$ cat src/rtl/clock_pkg.sv
// Shared types and constants for the time-of-day / alarm block.
// Field limits and alarm-slot layout live here so every file clamps the same way.
package clock_pkg;

    typedef enum logic [1:0] {
        ST_IDLE = 2'd0,
        ST_RUN  = 2'd1,
        ST_EDIT = 2'd2
    } state_t;

    localparam int SEC_W  = 6;
    localparam int MIN_W  = 6;
    localparam int HOUR_W = 5;

    localparam logic [SEC_W-1:0]  SEC_MAX  = 6'd59;
    localparam logic [MIN_W-1:0]  MIN_MAX  = 6'd59;
    localparam logic [HOUR_W-1:0] HOUR_MAX = 5'd23;

    typedef struct packed {
        logic              en;
        logic [HOUR_W-1:0] hour;
        logic [MIN_W-1:0]  minute;
    } alarm_slot_t;

    function automatic logic [MIN_W-1:0] clamp_59(input logic [MIN_W-1:0] v);
        return (v > MIN_MAX) ? MIN_MAX : v;
    endfunction

    function automatic logic [HOUR_W-1:0] clamp_hour(input logic [HOUR_W-1:0] v);
        return (v > HOUR_MAX) ? HOUR_MAX : v;
    endfunction

endpackage

$ cat src/rtl/clock_prescaler.sv
// Divides clk down to a one-second tick; held at zero whenever the clock is not running
// so every pause or edit restarts a full second.
module clock_prescaler #(
    parameter int CLK_FRQ = 100_000_000
) (
    input  logic clk,
    input  logic rst,
    input  logic run,
    output logic tick
);

    localparam int CW = $clog2(CLK_FRQ);
    localparam logic [CW-1:0] LAST = CW'(CLK_FRQ - 1);

    logic [CW-1:0] cnt;

    always_ff @(posedge clk) begin
        if (rst || !run)
            cnt <= '0;
        else if (cnt == LAST)
            cnt <= '0;
        else
            cnt <= cnt + 1'b1;
    end

    assign tick = run && (cnt == LAST);

endmodule

$ cat src/rtl/clock_alarm.sv
// 24 h time-of-day counter with IDLE/RUN/EDIT control, optional 12 h display,
// and N_ALARM programmable HH:MM alarms with sticky, individually acked ring flags.
module clock_alarm
    import clock_pkg::*;
#(
    parameter  int CLK_FRQ = 100_000_000,
    parameter  int N_ALARM = 4,
    localparam int SW      = (N_ALARM > 1) ? $clog2(N_ALARM) : 1
) (
    input  logic              clk,
    input  logic              rst,
    input  logic              start,
    input  logic              stop,
    input  logic              edit,
    input  logic [HOUR_W-1:0] e_hour,
    input  logic [MIN_W-1:0]  e_minute,
    input  logic [SEC_W-1:0]  e_sec,
    input  logic              mode_12h,
    input  logic              alarm_wr,
    input  logic [SW-1:0]     alarm_sel,
    input  logic              alarm_en,
    input  logic [HOUR_W-1:0] alarm_hour,
    input  logic [MIN_W-1:0]  alarm_minute,
    input  logic [N_ALARM-1:0] alarm_ack,
    output logic [SEC_W-1:0]  second,
    output logic [MIN_W-1:0]  minute,
    output logic [HOUR_W-1:0] hour,
    output logic              pm,
    output logic              idle_mode,
    output logic              run_mode,
    output logic              edit_mode,
    output logic              sec_tick,
    output logic [N_ALARM-1:0] alarm_ring
);

    state_t            state;
    logic              tick;
    logic [HOUR_W-1:0] hr;

    // Control FSM; mode outputs are registered alongside the state
    always_ff @(posedge clk) begin
        if (rst) begin
            state <= ST_IDLE;
            {edit_mode, run_mode, idle_mode} <= 3'b001;
        end else begin
            unique case (state)
                ST_IDLE: begin
                    if (edit) begin
                        state <= ST_EDIT;
                        {edit_mode, run_mode, idle_mode} <= 3'b100;
                    end else if (start) begin
                        state <= ST_RUN;
                        {edit_mode, run_mode, idle_mode} <= 3'b010;
                    end
                end
                ST_RUN: begin
                    if (edit) begin
                        state <= ST_EDIT;
                        {edit_mode, run_mode, idle_mode} <= 3'b100;
                    end else if (stop) begin
                        state <= ST_IDLE;
                        {edit_mode, run_mode, idle_mode} <= 3'b001;
                    end
                end
                ST_EDIT: begin
                    if (!edit) begin
                        state <= ST_IDLE;
                        {edit_mode, run_mode, idle_mode} <= 3'b001;
                    end
                end
                default: begin
                    state <= ST_IDLE;
                    {edit_mode, run_mode, idle_mode} <= 3'b001;
                end
            endcase
        end
    end

    clock_prescaler #(.CLK_FRQ(CLK_FRQ)) u_prescaler (
        .clk  (clk),
        .rst  (rst),
        .run  (state == ST_RUN),
        .tick (tick)
    );

    logic              sec_wrap, min_wrap;
    logic [SEC_W-1:0]  nsec;
    logic [MIN_W-1:0]  nmin;
    logic [HOUR_W-1:0] nhr;

    assign sec_wrap = (second == SEC_MAX);
    assign min_wrap = (minute == MIN_MAX);
    assign nsec     = sec_wrap ? '0 : second + 1'b1;
    assign nmin     = sec_wrap ? (min_wrap ? '0 : minute + 1'b1) : minute;
    assign nhr      = (sec_wrap && min_wrap) ? ((hr == HOUR_MAX) ? '0 : hr + 1'b1) : hr;

    always_ff @(posedge clk) begin
        if (rst) begin
            second   <= '0;
            minute   <= '0;
            hr       <= '0;
            sec_tick <= 1'b0;
        end else begin
            sec_tick <= tick;
            if (state == ST_EDIT) begin
                second <= clamp_59(e_sec);
                minute <= clamp_59(e_minute);
                hr     <= clamp_hour(e_hour);
            end else if (tick) begin
                second <= nsec;
                minute <= nmin;
                hr     <= nhr;
            end
        end
    end

    // Only the tick that lands on HH:MM:00 can match; compare against the slot's pre-write value
    for (genvar i = 0; i < N_ALARM; i++) begin : g_alarm
        alarm_slot_t slot;
        logic        ring_q;
        logic        sel_hit, match, clr;

        assign sel_hit = alarm_wr && (alarm_sel == SW'(i));
        assign match   = tick && sec_wrap && slot.en &&
                         (slot.hour == nhr) && (slot.minute == nmin);
        assign clr     = alarm_ack[i] || (sel_hit && !alarm_en);

        always_ff @(posedge clk) begin
            if (rst) begin
                slot   <= '0;
                ring_q <= 1'b0;
            end else begin
                if (sel_hit)
                    slot <= '{en: alarm_en, hour: clamp_hour(alarm_hour),
                              minute: clamp_59(alarm_minute)};
                ring_q <= match || (ring_q && !clr);
            end
        end

        assign alarm_ring[i] = ring_q;
    end

    always_comb begin
        hour = hr;
        if (mode_12h) begin
            if (hr == '0)
                hour = 5'd12;
            else if (hr > 5'd12)
                hour = hr - 5'd12;
        end
    end

    assign pm = (hr >= 5'd12);

endmodule

$ cat config.mk
export PLATFORM = sky130hd
export DESIGN_NAME = clock_alarm
export DESIGN_NICKNAME = d
export VERILOG_FILES = /design/src/rtl/clock_pkg.sv /design/src/rtl/clock_prescaler.sv /design/src/rtl/clock_alarm.sv
export SDC_FILE = /design/constraint.sdc
export NUM_CORES = 1
export LEC_CHECK = 0
export ABC_AREA = 1
export CAP_MARGIN = 10
export CELL_PAD_IN_SITES_DETAIL_PLACEMENT = 1
export CELL_PAD_IN_SITES_GLOBAL_PLACEMENT = 2
export CORE_MARGIN = 3
export CORE_UTILIZATION = 29
export CTS_BUF_LIST = sky130_fd_sc_hd__clkbuf_4
export DETAILED_ROUTE_END_ITERATION = 8
export HOLD_SLACK_MARGIN = 0.05
export PLACE_DENSITY_LB_ADDON = 0.1
export SKIP_CTS_REPAIR_TIMING = 1
export SYNTH_ARGS = -nofsm -noshare
export SYNTH_HDL_FRONTEND = slang
export SYNTH_HIERARCHICAL = 1
export SYNTH_SLANG_ARGS = --single-unit
$ cat constraint.sdc
create_clock -name clk -period 2.1 [get_ports clk]
set_input_delay 0.42 -clock clk [delete_from_list [all_inputs] [get_ports clk]]
set_output_delay 0.42 -clock clk [all_outputs]
set_load 0.1 [all_outputs]
==> results.md <==
- Outcome: complete, but fails checks
- Failing checks: negative setup slack
- Yosys Warn Count: 6
- Core Util, Final: 41.0%
- Global-route wire length before repair: around 33000 um
- Syn Area/Cell: about 6.4 um^2
- Register area: 2080 um^2
- TritonRoute pass-1 iters: 4
- Post-synth EDFFs: 0
- Num CTS Buffers: 9
- HP Class: flip-flop to flip-flop
- VDD IR max: roughly 0.00021 V
- Placed Instances: 1308
- Fmax: between 400 and 500 MHz
- Clock root cell: clkbuf_4
- Cell Chain, Critical Path: clkinvlp_4, ha_4, nand4_1, inv_2, a2111oi_4, buf_12
- Post-synthesis mux area share: 0%
- DP HPWL: roughly 16000 um
- Worst Setup SP: hr[2]$_SDFFE_PP0P_
- Ratio of cells with drive above 1 in the final layout: around a quarter
- Hold Path Origin: edit_mode$_SDFFE_PP0P_
- Top FF cell, synth: dfxtp_1
- Worst-Margin Slew: roughly 380 ps
- Crit path launch type: flip-flop
- Nets: between 1000 and 1500
- RSZ-0062 raised after global routing: yes
- Synth Instances: approximately 900
- Die W: 148 um
- Final ANT Viol Nets: 0
- Commonest non-fill, non-tap cell in the layout: nand2_1
- Post-Syn Area: between 5000 and 6000 um^2
- Reg-to-reg slack, setup: around 60 ps
- Max-slew violations: 0
- Worst-Skew Late Latency: 480 ps
- Register bit count reported by yosys: between 100 and 150
- Initial antenna violation count: 1
- Leak: ~3.4 nW
- Multi-input logic area: approximately 3500 um^2
- Largest family of logic cells by synthesized area: simple AND/OR/NAND/NOR gates
- # DRC: 0
- Num ports: between 60 and 70
- Crit path largest cell delay: 410 ps
- R2r startpoint: u_prescaler/cnt[1]$_SDFF_PP0_
- Routed Wire Length: around 21000 um
- Synth Area in Simple Gates: between 30% and 40%
- Synth Net Count: slightly below 1000
- Vias per cell: around 4.7
- Total number of vias: 6273
- First DRT Iteration DRCs: approximately 240
- Reg2reg end: g_alarm[3].ring_q$_SDFF_PP0_
- Total GRT Usage: 19.1%
- Distinct cells, synth: 40
- Layout Skew: roughly 19 ps
- Xor/xnor share of the synthesized area: a little under 3%
- Endpoint, Worst Hold: edit_mode$_SDFFE_PP0P_
- Worst EP arrival: 1940 ps
- Area of the core: 19700 um^2
- Post-synthesis compound-gate area fraction: 13.6%
- Register area share after synthesis: around a third
- FP Rows: between 50 and 60
- P&R area growth vs syn: 37.3%
- Vias in the first global route: 6122
- R2R cell count: 15
- Yosys top cell by area: dfxtp_1
- Commonest cells after routing, fill and taps aside: nand2_1 (214), inv_1 (121), buf_4 (110)
- P per Cell Area: ~500 nW/um^2
- Deepest clock path buffer count: 2
- Buffers on Ports: 67
- Largest net degree at the start of global routing: between 40 and 50
- Die height: 148 um
- GPL Wtd Cong: a little under 0.8
- Filler cells: around 2500
- Starting Density: ~30%
- CP Class: flip-flop to primary output
- Largest fanout on the critical path: 4
- Post-route clock period utilization: 112%
- Post-Synth Adder-Cell Area: 1.70%
- Crit end category: primary output
- H-tree Lvls: 3
- Setup violators final: 5
- Top-area cell type share of the netlist area: between 30% and 40%
- Asr flop ratio synth: 0%
- Min Tclk post-route: 2360 ps
- Critical Path Slowest Stage Cell: dfxtp_4
- Non-Filler Instances: 1339
- Clk sinks: 102
- TritonCTS clock tree: yes
- WP data required: about 1700 ps
- Die ar.: approximately 22000 um^2
- Synth area leaders: dfxtp_1 (35%), nand2_1 (14%), inv_1 (8.4%)
- Overflow after GRT: 0
- Hold depth: 2
- Drt wl/cell: 15.7 um
- Clock Pin Slew Worst Setup and Hold Paths: approximately 170 ps
- Max cap viols: 0
- Hold violation count in the final report: 0
- PnR worst setup slack: -258 ps
- Rel. slew slack: roughly three quarters
-- stage by stage --
| stage | setup WS (ps) | cell area [um^2] | hold slack (ps) | power [mW] | setup TNS, ps |
|---|---|---|---|---|---|
| after floorplan | -541 | 5970 | 417 | 2.67 | -1670 |
| after global placement | -318 | 7500 | 450 | 3.08 | -946 |
| after detailed placement | -329 | 7500 | 460 | 3.09 | -1300 |
| after CTS | -365 | 7590 | 483 | 4.05 | -3280 |
| after global routing | -345 | 8080 | 501 | 4.30 | -1570 |
| final | -258 | 8080 | 475 | 4.05 | -722 |
-- critical path, delay by kind of cell (launching register included) --
family                     cells  cell delay, ps
adders and majority gates      1             180
buffers and inverters          3             440
AOI/OAI and AO/OA              1             320
and+or+nand+nor                1             110
DFF                            1             410
-- state kept, by name (all words and copies together), names as in the netlist, 2 cells and up --
register	count
u_prescaler/cnt	27
g_alarm.ring_q	4
state	2
second	6
g_alarm.slot	48
hr	5
minute	6
-- layer usage --
layer	up-vias	wire length [um]	global-route usage (%)
met5	-	0	0
met4	0	243	4.80
met3	14	618	2.41
met2	80	8780	27.9
met1	2940	11400	29.6
li1	3239	-	-
-- area by class of cell --
type / count / share of cell area, %
Antenna cell: 1 / 0.0310
Sequential cell: 102 / 25.8
Clock inverter: 4 / 0.325
Inverter: 133 / 6.29
Clock buffer: 9 / 0.837
Tap cell: 265 / 4.11
Timing Repair Buffer: 169 / 19.1
Multi-Input combinational cell: 656 / 43.6
-- worst max-delay path by stage --
stage | endpoint | slack, ps | depth (start not counted)
3_3_place_gp | g_alarm[3].ring_q$_SDFF_PP0_ | -320 | 15
2_1_floorplan | hour[3] | -540 | 6
5_1_grt | hour[4] | -340 | 6
4_1_cts | g_alarm[3].ring_q$_SDFF_PP0_ | -360 | 15
6_report | hour[4] | -260 | 6
3_5_place_dp | g_alarm[3].ring_q$_SDFF_PP0_ | -330 | 15
-- synth_stat cells (all sizes together) (8+ instances only) --
cell and count:
buf 9, nand2 234, inv 132, a31oi 13, dfxtp 102, nor2 127
ha 8, nand4 12, nand3 94, o211ai 9, a21oi 55, o21ai 59
xor2 15, clkbuf 17
-- cell families after synthesis --
| kind of cell | after synthesis |
|---|---|
| buffers and inverters | 159 |
| adder cells (fa/ha/maj) | 8 |
| AO/OA/AOI/OAI | 146 |
| AND/OR/NAND/NOR | 482 |
| flip-flops | 102 |
| XOR/XNOR | 20 |
-- where the power goes --
part | switching [mW] | total, mW | internal (mW)
Combinational | 0.644 | 1.05 | 0.402
Clock | 0.709 | 0.936 | 0.227
Sequential | 0.0584 | 2.07 | 2.01
Total | 1.41 | 4.05 | 2.64
Note: power is estimated with default switching activity, not from simulation.
